--- config.mk ---
export PLATFORM = sky130hd
export DESIGN_NAME = uart_tx_fifo
export DESIGN_NICKNAME = d
export VERILOG_FILES = /design/src/rtl/uart_pkg.sv /design/src/rtl/sync_fifo.sv /design/src/rtl/uart_tx_fifo.sv
export SDC_FILE = /design/constraint.sdc
export NUM_CORES = 1
export LEC_CHECK = 0
export ABC_AREA = 1
export CAP_MARGIN = 15
export CORE_ASPECT_RATIO = 2
export CORE_MARGIN = 2
export CORE_UTILIZATION = 35
export CTS_BUF_LIST = sky130_fd_sc_hd__clkbuf_2
export CTS_CLUSTER_SIZE = 8
export DETAILED_ROUTE_END_ITERATION = 12
export RECOVER_POWER = 25
export SLEW_MARGIN = 10
export SYNTH_ARGS = -nofsm -noshare
export SYNTH_HDL_FRONTEND = slang
export SYNTH_SLANG_ARGS = --single-unit
--- constraint.sdc ---
create_clock -name clk -period 3 [get_ports clk]
set_input_delay 0.6 -clock clk [delete_from_list [all_inputs] [get_ports clk]]
set_output_delay 0.6 -clock clk [all_outputs]
set_load 0.05 [all_outputs]
--- src/rtl/uart_pkg.sv ---
// uart_pkg: parity mode encodings and transmitter FSM state encoding
package uart_pkg;
   localparam int PAR_NONE = 0;
   localparam int PAR_EVEN = 1;
   localparam int PAR_ODD  = 2;
   typedef enum logic [2:0] {
      ST_IDLE,
      ST_START,
      ST_DATA,
      ST_PAR,
      ST_STOP
   } state_e;
endpackage

--- src/rtl/sync_fifo.sv ---
// sync_fifo: single-clock FIFO with occupancy output; depth must be a power of two
module sync_fifo #(
   parameter int WIDTH = 8,
   parameter int DEPTH = 16
) (
   input  logic                   clk,
   input  logic                   rst,
   input  logic                   push_i,
   input  logic                   pop_i,
   input  logic [WIDTH-1:0]       wdata_i,
   output logic [WIDTH-1:0]       rdata_o,
   output logic [$clog2(DEPTH):0] level_o,
   output logic                   full_o,
   output logic                   empty_o
);
   localparam int AW = $clog2(DEPTH);
   localparam int LW = AW + 1;
   logic [WIDTH-1:0] mem_q [DEPTH];
   logic [AW-1:0] wr_q, rd_q;
   logic [LW-1:0] level_q;
   always_ff @(posedge clk) begin
      if (rst) begin
         wr_q    <= '0;
         rd_q    <= '0;
         level_q <= '0;
      end else begin
         if (push_i) wr_q <= wr_q + AW'(1);
         if (pop_i) rd_q <= rd_q + AW'(1);
         level_q <= level_q + LW'(push_i) - LW'(pop_i);
      end
   end
   always_ff @(posedge clk) if (push_i) mem_q[wr_q] <= wdata_i;
   assign rdata_o = mem_q[rd_q];
   assign level_o = level_q;
   assign full_o  = level_q == LW'(DEPTH);
   assign empty_o = level_q == '0;
endmodule

--- src/rtl/uart_tx_fifo.sv ---
// uart_tx_fifo: FIFO-buffered UART transmitter; tx is registered from the current state, giving a 2-cycle push-to-start latency
module uart_tx_fifo
   import uart_pkg::*;
#(
   parameter int CLK_FREQ   = 100_000_000,
   parameter int BAUD       = 115200,
   parameter int DATA_BITS  = 8,
   parameter int PARITY     = PAR_NONE,
   parameter int STOP_BITS  = 1,
   parameter int FIFO_DEPTH = 16
) (
   input  logic                        clk,
   input  logic                        rst,
   input  logic                        en,
   input  logic                        in_valid,
   input  logic [DATA_BITS-1:0]        in_data,
   output logic                        in_ready,
   output logic                        tx,
   output logic                        busy,
   output logic [$clog2(FIFO_DEPTH):0] fifo_level
);
   localparam int BAUD_DIV = CLK_FREQ / BAUD;
   localparam int CW = $clog2(BAUD_DIV);
   state_e state_q, state_d;
   logic [CW-1:0] cnt_q, cnt_d;
   logic [3:0] bit_q, bit_d;
   logic [DATA_BITS-1:0] sh_q, sh_d, head;
   logic par_q, par_d, tx_q, tx_d;
   logic push, pop, full, empty, tick;
   sync_fifo #(
      .WIDTH(DATA_BITS),
      .DEPTH(FIFO_DEPTH)
   ) u_fifo (
      .clk    (clk),
      .rst    (rst),
      .push_i (push),
      .pop_i  (pop),
      .wdata_i(in_data),
      .rdata_o(head),
      .level_o(fifo_level),
      .full_o (full),
      .empty_o(empty)
   );
   assign in_ready = en && !rst && !full;
   assign push     = in_valid && in_ready;
   assign tick     = cnt_q == CW'(BAUD_DIV - 1);
   assign busy     = (state_q != ST_IDLE) || !empty;
   assign tx       = tx_q;
   always_comb begin
      state_d = state_q;
      cnt_d   = tick ? '0 : cnt_q + CW'(1);
      bit_d   = bit_q;
      sh_d    = sh_q;
      par_d   = par_q;
      pop     = 1'b0;
      if (!en) begin
         state_d = ST_IDLE;
         cnt_d   = '0;
         bit_d   = '0;
      end else begin
         case (state_q)
            ST_IDLE: begin
               cnt_d = '0;
               if (!empty) begin
                  state_d = ST_START;
                  pop     = 1'b1;
               end
            end
            ST_START: if (tick) state_d = ST_DATA;
            ST_DATA: if (tick) begin
               sh_d  = sh_q >> 1;
               bit_d = bit_q + 4'd1;
               if (bit_q == 4'(DATA_BITS - 1)) begin
                  bit_d   = '0;
                  state_d = (PARITY == PAR_NONE) ? ST_STOP : ST_PAR;
               end
            end
            ST_PAR: if (tick) state_d = ST_STOP;
            ST_STOP: if (tick) begin
               bit_d = bit_q + 4'd1;
               if (bit_q == 4'(STOP_BITS - 1)) begin
                  bit_d   = '0;
                  state_d = empty ? ST_IDLE : ST_START;
                  pop     = !empty;
               end
            end
            default: state_d = ST_IDLE;
         endcase
      end
      // the popped word is latched together with its parity so the FIFO head is free to change
      if (pop) begin
         sh_d  = head;
         par_d = (^head) ^ (PARITY == PAR_ODD);
      end
      tx_d = !en                  ? 1'b1 :
             state_q == ST_START ? 1'b0 :
             state_q == ST_DATA  ? sh_q[0] :
             state_q == ST_PAR   ? par_q : 1'b1;
   end
   always_ff @(posedge clk) begin
      if (rst) begin
         state_q <= ST_IDLE;
         cnt_q   <= '0;
         bit_q   <= '0;
         sh_q    <= '0;
         par_q   <= 1'b0;
         tx_q    <= 1'b1;
      end else begin
         state_q <= state_d;
         cnt_q   <= cnt_d;
         bit_q   <= bit_d;
         sh_q    <= sh_d;
         par_q   <= par_d;
         tx_q    <= tx_d;
      end
   end
endmodule

==> flow_metrics.tcl <==
set metrics [dict create \
    wl_per_cell_um 15.0 \
    clkSinkCount 172 \
    die_width_um 109 \
    route.final.wire_length_um 17300 \
    yosys.area.top_type_share 0.496 \
    dieArea_mm2 0.0234 \
    path_clk_slew_ps 230 \
    nets 893 \
    hold_viol 0 \
    place_area_mm2 0.00837 \
    period_minus_slack_ps 2660 \
    postLayoutCellArea_mm2 0.00857 \
    p_leak_nw 3.53 \
    path_buf_inv 1 \
    min_from "u_fifo.rd_q[2]" \
    h-tree-depth 4 \
    clk_path_buf_depth 2 \
    whs_ps 451 \
    vias 5416 \
    yosysWarningCount 0 \
    yosys.area.top_type "edfxtp_1" \
    grt_use_total 0.158 \
    synth_ff_type "edfxtp_1" \
    reg2reg_from "u_fifo.level_o[2]" \
    numCtsBuffers 17 \
    seq_area_frac_synth 0.610 \
    gp_congestion 0.781 \
    endpoint_kind "output port" \
    synthDistinctLibCells 34 \
    critical_path.slowest_cell "clkdlybuf4s50_1" \
    final_common_cell "nand2_1" \
    slew_viol_final 0 \
    max-vdd-ir-drop_mv 0.501 \
    firstDrtPassIters 5 \
    avgSynthCellArea_um2 9.40 \
    cts_root_buf "clkbuf_2" \
    final_cell_mix "nand2_1 (257), edfxtp_1 (128), inv_1 (106)" \
    cts-hold-fix-buffers 0 \
    dp_slack_ps 166 \
    core_mm2 0.0220 \
    fin_ws_ps 341 \
    relSlewSlack 0.564 \
    ys_async_sr_fraction 0 \
    grt_pass1_vias 5463 \
    globalRouteOverflowTotal 0 \
    grt_max_degree 70 \
    powerDensity_mw_per_mm2 695 \
    multi_input_area_mm2 0.00242 \
    synth_area_mm2 0.00775 \
    ff_latch_area_mm2 0.00473 \
    cts_tree "built" \
    critPathKind "register to output port" \
    synth-seq-cells 172 \
    min_path_cells 2 \
    synth_area_leaders "edfxtp_1 (50%), nand2_1 (12%), dfxtp_1 (11%)" \
    synth_cells 825 \
    antenna_found_initial 1 \
    period_share 0.886 \
    critPathLaunchType "register" \
    placementRows 77 \
    slowest_delay_ps 850 \
    cp.required_ps 2400 \
    rsz0062_at_grt "false" \
    drv_cap 0 \
    fmax_ghz 0.376 \
    worst-r2r-cell-count 17 \
    drt_iter0_drc 321 \
    drive_gt1_frac 0.0956 \
    finalSetupTns_ps 0 \
    dp_hpwl_um 12200 \
    skew_ps 43.3 \
    synth_fp_nets 852 \
    port_buffers 19 \
    arrival_ps 2060 \
    drc_errors 0 \
    synthToLayoutAreaGrowth_pct 10.6 \
    insertion_delay_ps 750 \
    r2r_slack_ps 390 \
    tightest_slew_ps 652 \
    grt_pass1_wl_um 27700 \
    vias_per_cell 4.69 \
    path_max_fanout 4 \
    reg2reg_to "u_fifo.level_o[4]" \
    die_h_um 214 \
    crit_family "buffers and inverters" \
    antenna_left 0 \
    n_fill_cell 2240 \
    post_cts_buffers 0 \
    ioPinCount 20 \
    synth_edf_count 128 \
    setup_violations 0 \
    start_util 0.353 \
    outcome "completed" \
    worstPathCellList "clkdlybuf4s50_1" \
    hold_class "register to register" \
]
worst min-delay path, delay by kind of cell (launching register included):
kind,cells,cell delay [ps]
DFF,1,360
buffers and inverters,1,60
AOI/OAI and AO/OA,1,60
worst max-delay path by stage:
stage	from	end	cells after the start
after floorplan	u_fifo.level_o[2]	u_fifo.level_o[4]	18
after global placement	en	u_fifo.level_o[4]	13
after detailed placement	en	u_fifo.level_o[4]	13
after CTS	u_fifo.level_o[2]	busy	8
after global routing	u_fifo.level_o[3]	busy	8
final	u_fifo.level_o[4]	fifo_level[4]	1
report_power, final:
| part | switching [mW] | internal, mW |
|---|---|---|
| Clock | 0.754 | 0.390 |
| Combinational | 1.37 | 0.671 |
| Sequential | 0.0995 | 2.68 |
| Total | 2.22 | 3.74 |
cell families after synthesis:
family,count (synthesis),synth area share
XOR/XNOR,7,0.00791
adder cells (fa/ha/maj),15,0.0252
AND/OR/NAND/NOR,431,0.234
flip-flops,172,0.610
buffers and inverters,139,0.0783
AO/OA/AOI/OAI,61,0.0455
metrics by stage:
stage           util  instances  power [mW]
2_1_floorplan      -        825        4.38
3_3_place_gp   0.381       1123        4.89
3_5_place_dp   0.381       1123        4.90
4_1_cts        0.390       1155        6.05
5_1_grt        0.390       1156        6.39
6_report       0.390       1156        5.96
registers in the layout (all words and copies together) (netlist names), named ones only:
register	cells
cnt_q	10
state_q	3
sh_q	8
u_fifo.rd_q	4
u_fifo.level_o	5
u_fifo.mem_q	128
bit_q	4
u_fifo.wr_q	4
par_q	1
tx	1
routing by layer:
metal	up-vias	wire (µm)	GRT usage
met5	-	0	0
met4	0	646	0.0726
met3	28	491	0.0298
met2	98	10100	0.311
met1	2529	6080	0.151
li1	2761	-	-
synth_stat cells (4+ instances only):
master and number:
a21oi_1 24, a21oi_2 4, buf_2 14, buf_6 8
clkbuf_1 4, dfxtp_1 44, edfxtp_1 128, ha_1 14
inv_1 106, inv_2 4, nand2_1 257, nand2_2 5
nand3_1 87, nor2_1 64, nor3_1 8, o211ai_1 5
o21ai_0 20, xnor2_1 4
final cells by class:
type / count / area share
flip-flops and latches: 172 / 0.551
multi-input cells: 514 / 0.282
repair buffers: 50 / 0.0528
inverters: 111 / 0.0486
well taps: 276 / 0.0403
clock buffers: 22 / 0.0128
clock inverters: 10 / 0.0117
diodes: 1 / 0.000292
timing repair:
item,CTS,global route
cloned,0,0
resized for setup,3,2
setup endpoints to repair,1,1
No activity file was read; power rests on OpenSTA's default activity.
